## config.mk

```make
export PLATFORM = sky130hd
export DESIGN_NAME = instr_issue
export DESIGN_NICKNAME = d
export VERILOG_FILES = /design/src/rtl/isa_pkg.sv /design/src/rtl/instr_fifo.sv /design/src/rtl/instr_issue.sv
export SDC_FILE = /design/constraint.sdc
export NUM_CORES = 1
export LEC_CHECK = 0
export ABC_CLOCK_PERIOD_IN_PS = 2520
export CORE_ASPECT_RATIO = 1.5
export CORE_MARGIN = 2
export CORE_UTILIZATION = 50
export CTS_CLUSTER_DIAMETER = 120
export CTS_CLUSTER_SIZE = 12
export DETAILED_ROUTE_END_ITERATION = 8
export PLACE_DENSITY = 0.84
export SLEW_MARGIN = 10
export SYNTH_ARGS = -nofsm -noshare
export SYNTH_HDL_FRONTEND = slang
export SYNTH_SLANG_ARGS = --single-unit
```

## constraint.sdc

```tcl
create_clock -name clk -period 2.52 [get_ports clk]
set_input_delay 0.504 -clock clk [delete_from_list [all_inputs] [get_ports clk]]
set_output_delay 0.504 -clock clk [all_outputs]
set_load 0.01 [all_outputs]
```

## src/rtl/isa_pkg.sv

```systemverilog
// rtl/isa_pkg.sv - encodings, field positions and issue states shared by the issue block
package isa_pkg;

  localparam logic [2:0] OP_MOV  = 3'b110;
  localparam logic [2:0] OP_ALU  = 3'b101;

  localparam logic [1:0] MOV_IMM = 2'b10;
  localparam logic [1:0] MOV_REG = 2'b00;
  localparam logic [1:0] ALU_ADD = 2'b00;
  localparam logic [1:0] ALU_CMP = 2'b01;
  localparam logic [1:0] ALU_AND = 2'b10;
  localparam logic [1:0] ALU_MVN = 2'b11;

  localparam int OPCODE_LSB = 13;
  localparam int ALU_OP_LSB = 11;
  localparam int RN_LSB     = 8;
  localparam int RD_LSB     = 5;
  localparam int SHIFT_LSB  = 3;
  localparam int RM_LSB     = 0;

  typedef logic [1:0] issue_state_t;
  localparam issue_state_t IDLE    = 2'd0;
  localparam issue_state_t ISSUE   = 2'd1;
  localparam issue_state_t WAIT_LO = 2'd2;
  localparam issue_state_t WAIT_HI = 2'd3;

  // MOV only exists in immediate and register forms; every ALU sub-op is valid
  function automatic logic is_legal(input logic [2:0] op, input logic [1:0] alu);
    case (op)
      OP_MOV:  is_legal = (alu == MOV_IMM) || (alu == MOV_REG);
      OP_ALU:  is_legal = (alu == ALU_ADD) || (alu == ALU_CMP) ||
                          (alu == ALU_AND) || (alu == ALU_MVN);
      default: is_legal = 1'b0;
    endcase
  endfunction

endpackage

```

## src/rtl/instr_fifo.sv

```systemverilog
// rtl/instr_fifo.sv - power-of-two instruction queue with occupancy counter
module instr_fifo #(
  parameter int DEPTH = 4,
  parameter int WIDTH = 16
) (
  input  logic             clk,
  input  logic             rst,
  input  logic             push,
  input  logic             pop,
  input  logic [WIDTH-1:0] wdata,
  output logic [WIDTH-1:0] rdata,
  output logic             full,
  output logic             empty
);

  localparam int AW = $clog2(DEPTH);

  logic [WIDTH-1:0] mem [DEPTH];
  logic [AW-1:0]    wr_ptr;
  logic [AW-1:0]    rd_ptr;
  logic [AW:0]      count;
  logic             do_push;
  logic             do_pop;

  // full is judged before any same-cycle pop, so a full queue never accepts
  assign do_push = push && !full;
  assign do_pop  = pop && !empty;
  assign full    = (count == (AW+1)'(DEPTH));
  assign empty   = (count == '0);
  assign rdata   = mem[rd_ptr];

  // storage, wrapping pointers and occupancy
  always_ff @(posedge clk) begin
    if (rst) begin
      wr_ptr <= '0;
      rd_ptr <= '0;
      count  <= '0;
      for (int i = 0; i < DEPTH; i++) mem[i] <= '0;
    end else begin
      if (do_push) begin
        mem[wr_ptr] <= wdata;
        wr_ptr      <= wr_ptr + 1'b1;
      end
      if (do_pop) rd_ptr <= rd_ptr + 1'b1;
      case ({do_push, do_pop})
        2'b10:   count <= count + 1'b1;
        2'b01:   count <= count - 1'b1;
        default: count <= count;
      endcase
    end
  end

endmodule

```

## src/rtl/instr_issue.sv

```systemverilog
// rtl/instr_issue.sv - buffers instructions, issues them one at a time and tracks completion
module instr_issue
  import isa_pkg::*;
#(
  parameter int DEPTH   = 4,
  parameter int TIMEOUT = 16
) (
  input  logic        clk,
  input  logic        rst,
  input  logic [15:0] in_instr,
  input  logic        in_valid,
  output logic        in_ready,
  input  logic        waiting,
  output logic        start,
  output logic [2:0]  opcode,
  output logic [1:0]  ALU_op,
  output logic [1:0]  shift_op,
  output logic [2:0]  rn,
  output logic [2:0]  rd,
  output logic [2:0]  rm,
  output logic [15:0] imm8_sx,
  output logic [15:0] imm5_sx,
  output logic        busy,
  output logic [15:0] retired,
  output logic        err_illegal,
  output logic        err_timeout
);

  localparam int WDW = $clog2(TIMEOUT + 1);
  localparam logic [WDW-1:0] WD_LAST = WDW'(TIMEOUT - 1);

  issue_state_t   state;
  logic [15:0]    ir;
  logic [15:0]    head;
  logic           fifo_full;
  logic           fifo_empty;
  logic           head_legal;
  logic [WDW-1:0] wd;

  instr_fifo #(.DEPTH(DEPTH), .WIDTH(16)) u_fifo (
    .clk   (clk),
    .rst   (rst),
    .push  (in_valid),
    .pop   (state == IDLE),
    .wdata (in_instr),
    .rdata (head),
    .full  (fifo_full),
    .empty (fifo_empty)
  );

  assign in_ready   = !fifo_full;
  assign head_legal = is_legal(head[OPCODE_LSB +: 3], head[ALU_OP_LSB +: 2]);

  assign opcode   = ir[OPCODE_LSB +: 3];
  assign ALU_op   = ir[ALU_OP_LSB +: 2];
  assign shift_op = ir[SHIFT_LSB +: 2];
  assign rn       = ir[RN_LSB +: 3];
  assign rd       = ir[RD_LSB +: 3];
  assign rm       = ir[RM_LSB +: 3];
  assign imm8_sx  = {{8{ir[7]}}, ir[7:0]};
  assign imm5_sx  = {{11{ir[4]}}, ir[4:0]};

  // issue sequencing: load, offer start while the controller is ready, then watch waiting fall and rise
  always_ff @(posedge clk) begin
    if (rst) begin
      state       <= IDLE;
      ir          <= '0;
      start       <= 1'b0;
      busy        <= 1'b0;
      retired     <= '0;
      err_illegal <= 1'b0;
      err_timeout <= 1'b0;
      wd          <= '0;
    end else begin
      case (state)
        IDLE: begin
          if (!fifo_empty) begin
            if (head_legal) begin
              ir    <= head;
              busy  <= 1'b1;
              start <= waiting;
              state <= ISSUE;
            end else begin
              err_illegal <= 1'b1;
            end
          end
        end
        ISSUE: begin
          if (start && waiting) begin
            start <= 1'b0;
            wd    <= '0;
            state <= WAIT_LO;
          end else begin
            start <= waiting;
          end
        end
        WAIT_LO, WAIT_HI: begin
          wd <= wd + 1'b1;
          if (state == WAIT_HI && waiting) begin
            retired <= retired + 16'd1;
            ir      <= '0;
            busy    <= 1'b0;
            state   <= IDLE;
          end else if (wd == WD_LAST) begin
            err_timeout <= 1'b1;
            ir          <= '0;
            busy        <= 1'b0;
            state       <= IDLE;
          end else if (state == WAIT_LO && !waiting) begin
            state <= WAIT_HI;
          end
        end
        default: state <= IDLE;
      endcase
    end
  end

endmodule

```

Yosys cells after proc, flatten, opt, wreduce, memory -nomap -nowiden
Memory sizes are Yosys's and may differ from the RTL's. A register that Yosys moved wholly into a read port is not among the register bits. Cells that the tools add are included.

Input bits: 20. Memories: 1. Register bits: 50. Memory bits (writable): 64. Output and inout port bits: 69.

Memory list: u_fifo.mem (depth 4, bits a word 16, rd ports 1, clocked after memory_dff 1, write ports 4, RTL line instr_fifo.sv:18) `logic [WIDTH-1:0] mem [DEPTH];`.

Reduce and logical (&&, ||, !) cells: 28. Mux-type cells: 35. Equality and inequality tests: 17. Bitwise logic cells: 3. Add/subtract/negate cells: 6.

Operators with widths (count): $mux 16 (5); $pmux 16 s2 (1); $mux 2 (9); $add 16x1->16 const B (1); $reduce_or 16->1 (1); $mux 1 (13); $eq 2x2->1 const B (5); $pmux 5 s2 (1); $eq 3x3->1 const B (3); $reduce_and 3->1 (3); $reduce_and 4->1 (2); $reduce_bool 2->1 (4); $eq 2x1->1 const B (3); $ne 2x2->1 const B (3); $pmux 1 s2 (3); $pmux 2 s3 (1); $pmux 3 s2 (1); $add 5x1->5 const B (1); $eq 5x4->1 const B (1); $logic_and 1x1->1 (5); $mux 5 (1); $add 2x1->2 const B (2); $logic_not 2->1 (2); $logic_or 1x1->1 (4); 9 further kinds (14).

Longest topological paths before layout
Depth in word-level cells: 8. Mapped depth: 9. Depth with buffers taken out: 8.

Modules after synthesis
Synthesis repeated with hierarchy kept, for this count alone.

Cells, all modules: 426. Area, all modules: 5290.1 µm².

Modules (own cells, without submodules): instr_fifo (times used 1, sequential area each 2102.0 µm², area each 3279.4 µm², cells each 206); instr_issue (times used 1, sequential area each 860.8 µm², area each 2010.7 µm², cells each 220).

Worst setup path before layout
OpenSTA, ideal clock, no wires.

Kind: reg2reg. Start: register u_fifo.count[0]. End: register u_fifo.count[2]. Slack: 0.244 ns. Required time: 2.449 ns. Arrival time: 2.205 ns. Library setup time: 0.071 ns. Stages on the path, launching flop included: 9. Path buffers: 0. Path through: dfxtp_1 > or3b_2 > nand2_1 > ha_1 > inv_1 > fa_1 > xor2_1 > or3_1 > a21oi_1.

Cells in the longest elaborated chain, start to end: 5.

Ends and longest elaborated chain: start, declared (RTL line instr_fifo.sv:21) `logic [AW:0] count;`; start signal, assigned (RTL line instr_fifo.sv:46) `2'b10: count <= count + 1'b1;`; start signal, assigned (RTL line instr_fifo.sv:47) `2'b01: count <= count - 1'b1;`; start signal, assigned (RTL line instr_fifo.sv:48) `default: count <= count;`; $eq 3x3->1 (*) (RTL line instr_fifo.sv:28) `assign full = (count == (AW+1)'(DEPTH));`; $logic_not 1->1 (*); net in_ready (RTL line instr_issue.sv:12) `output logic in_ready,`; $logic_and 1x1->1 (*) (RTL line instr_fifo.sv:26) `assign do_push = push && !full;`; $eq 2x1->1 / $eq 2x2->1 (equally long branches) (RTL line instr_fifo.sv:45) `case ({do_push, do_pop})`; $pmux 3 s2 / $reduce_bool 2->1 (equally long branches).

Mark *: on every way through the listed nets, which the timed path passes. The rest lies on a longest branch. A chain may end at the register's enable or synchronous reset.

Worst setup path after layout
Start: register u_fifo.count[0]. End: register u_fifo.count[2].

Cells in the longest elaborated chain, start to end: 5.

Ends and longest elaborated chain (RTL line): $eq 3x3->1 / $logic_not 3->1 (equally long branches) (instr_fifo.sv:28, instr_fifo.sv:29); $logic_not 1->1 (on tied branches) (instr_fifo.sv:26, instr_fifo.sv:27); $logic_and 1x1->1 (on tied branches) (instr_fifo.sv:26, instr_fifo.sv:27); $eq 2x1->1 / $eq 2x2->1 (equally long branches) (instr_fifo.sv:45); $pmux 3 s2 / $reduce_bool 2->1 (equally long branches).

Several ways; a longest one is shown, not always the timed one.

==> impl_metrics.yaml <==
pwr:
  seqPwrFrac: 0.395
  switching_power_mw: 1.65
  power.total_mw: 5.96
  p_per_area_mw_per_mm2: 903
  leakage_nw: 2.48
  p_clk_frac: 0.387
  swShare: 0.277
  p_comb_frac: 0.218
  ir_drop_uv: 532
  power.internal_mw: 4.31
global_routing:
  grt_max_degree: 31
  grt_first_pass_wirelength_mm: 17.0
  grt_usage: 0.200
  grt_overflow: 0
  grt_antenna_before_repair: 0
  grt_pass1_vias: 3516
floorplan:
  io_pins: 89
  start_util: 0.512
  rows: 45
  die_height_um: 129
  die_w_um: 87.2
  core_area_mm2: 0.0101
  dieArea_mm2: 0.0112
routing:
  first_pass_iters: 4
  drc: 0
  dr_total_vias: 3501
  via_per_inst: 5.33
  wl_met1_mm: 4.00
  wl_met2_mm: 5.84
  top_layer: "met4"
  ant_nets: 0
  drt-wirelength-per-cell_um: 16.1
  routed_wirelength_mm: 10.6
  drtIter0Drc: 128
  met3RoutedLength_um: 538
status:
  outcome: "finished, final reports clean"
synth:
  yosysSeqAreaShare: 0.571
  synth-simple-area-share: 0.167
  syn_nets: 482
  postSynthCellCount: 457
  syn_area_mm2: 0.00519
  synth_compound_area_frac: 0.0516
  async_reset_ff_frac: 0
  ys_seq_elements: 116
  synth_cell_type_count: 44
  ys.flop_type: "edfxtp_1"
  synth_edf_count: 64
  synth_area_per_cell_um2: 11.4
  synth_mux_area_frac: 0.0834
  ys_warn_count: 0
  synth_xor_xnor_area_share: 0.0304
  synth_top_family_by_area: "simple AND/OR/NAND/NOR gates"
  yosys.area_share.adder: 0.0135
clocking:
  post_cts_buffers: 0
  h-tree-depth: 4
  cts_resized: 0
  cts_tree: "built"
  clockBufferDepth: 2
  numCtsBuffers: 17
  hold_buffers: 0
  path_clk_slew_ns: 0.05
  cts_num_sinks: 116
  cts_root_buf: "clkbuf_16"
  clk_latency_ns: 0.40
place:
  place_hpwl_mm: 7.06
  routabilityCongestion: 0.791
  portBuffers: 88
setup_path:
  start_kind: "flip-flop"
  crit_path_end_kind: "flip-flop"
  worst-endpoint-required_ns: 2.86
  r2r_setup_slack_ns: 0.22
  crit_fanout: 4
  cp_data_arrival_time_ns: 2.64
  critPathKind: "reg -> reg"
timing:
  setup_viol: 0
  drv_slew: 0
  rsz0062_at_grt: "false"
  fin_skew_ns: 0.00867
  finalSetupTns_ns: 0
  post-route-period-util: 0.913
  hold_viol: 0
  period_needed_ns: 2.30
  fmax_ghz: 0.435
  worstMarginPinSlew_ns: 0.532
  max-slew-margin-rel: 0.645
finish:
  nets: 552
  register_area_mm2: 0.00296
  num_antenna_cells: 0
  drive_above_1_share: 0.137
  n_fill_cell: 717
  area_growth_pct: 27.2
  multiInputGateArea_mm2: 0.00180
  final_util: 0.652
worst_hold_path:
  hold_class: "reg -> reg"
run:
  max_cap_viol_count: 0
## final timing paths
path,from,end,cells past startpoint
setup reg to reg,u_fifo.count[0],u_fifo.count[2],8
hold reg to reg,busy,busy,2
setup / recovery,u_fifo.count[0],u_fifo.count[2],8
hold / removal,busy,busy,2
## worst max-delay path, stage by stage (launching register included)
cell	delay, ns
dfxtp_1	0.33
or3b_2	0.52
nand2_1	0.14
ha_1	0.20
inv_1	0.07
fa_1	0.38
xor2_1	0.16
or3_1	0.30
a21oi_1	0.13
## cell type report
type,count,area share
flip-flops and latches,116,0.449
clock inverters,15,0.0241
clock buffers,17,0.0644
multi-input cells,265,0.272
inverters,21,0.0119
repair buffers,106,0.157
well taps,117,0.0222
## registers in the layout (all words and copies together), names as in the netlist, named ones only
register	flops
u_fifo.count	3
u_fifo.rd_ptr	2
err_timeout	1
wd	5
start	1
ir	16
err_illegal	1
u_fifo.mem	64
state	2
retired	16
u_fifo.wr_ptr	2
busy	1
## layer usage
metal,vias up,global-route usage
li1,1701,-
met1,1666,0.214
met2,117,0.367
met3,17,0.0513
met4,0,0.0842
met5,-,0
## stage by stage
step | hold slack (ns) | area [µm²] | std cells | setup slack [ns]
after floorplan | 0.432 | 5190 | 457 | 0.244
after detailed placement | 0.447 | 6020 | 625 | 0.138
after global placement | 0.442 | 6020 | 625 | 0.211
after global routing | 0.486 | 6600 | 657 | 0.0737
after CTS | 0.454 | 6600 | 657 | 0.222
final | 0.450 | 6600 | 657 | 0.220
## cells in the final DEF (no fill, tap or decap), types with 5 or more instances in the layout
cell type,instances
a21oi_1,14
and2_1,21
buf_4,16
clkbuf_16,17
clkdlybuf4s50_1,87
clkinvlp_4,5
dfxtp_1,52
edfxtp_1,64
inv_1,21
mux2i_1,5
mux4_2,14
nand2_1,27
nand2b_1,15
nand3_1,18
nand4_1,5
nor2_1,66
nor2b_1,5
o21ai_0,7
o21ai_1,8
or3_1,5
xnor2_1,8
xor2_1,10
## power groups by stage
stage / clock network, mW / registers [mW] / logic, mW
after floorplan: 0 / 2.35 / 0.912
final: 2.31 / 2.35 / 1.30
after global placement: 0 / 2.37 / 1.24
after detailed placement: 0 / 2.39 / 1.28
after CTS: 2.34 / 2.36 / 1.30
after global routing: 2.42 / 2.38 / 1.40
## synthesized netlist by cell type, types with 3 or more instances
| cell type | n | share of area |
|---|---|---|
| nand2_1 | 27 | 0.020 |
| edfxtp_1 | 64 | 0.37 |
| buf_4 | 32 | 0.046 |
| inv_1 | 21 | 0.015 |
| buf_2 | 3 | 0.0029 |
| nor2_1 | 66 | 0.048 |
| nor4_1 | 4 | 0.0048 |
| nand4_1 | 5 | 0.0060 |
| ha_1 | 4 | 0.0096 |
| nor2b_1 | 5 | 0.0060 |
| xnor2_1 | 8 | 0.014 |
| nand3_1 | 18 | 0.017 |
| mux2i_1 | 5 | 0.0096 |
| o21ai_2 | 3 | 0.0051 |
| o21ai_0 | 7 | 0.0067 |
| mux4_2 | 14 | 0.061 |
| or3_1 | 5 | 0.0060 |
| nor3_1 | 3 | 0.0029 |
| and2_1 | 21 | 0.025 |
| buf_6 | 3 | 0.0065 |
| dfxtp_1 | 52 | 0.20 |
| xor2_1 | 10 | 0.017 |
| o21ai_1 | 8 | 0.0077 |
| and3_1 | 3 | 0.0036 |
| clkbuf_1 | 15 | 0.011 |
| nand2b_1 | 15 | 0.018 |
| a21oi_1 | 14 | 0.014 |
## logic make-up (layout without fill, tap and decap cells)
kind of cell	after synthesis	after routing
buf+inv	76	159
mux	22	22
simple gates	177	177
flops	116	116
xor+xnor	18	18
compound gates	43	43
fa+ha+maj	5	5
Note: power is estimated with default switching activity, not from simulation.
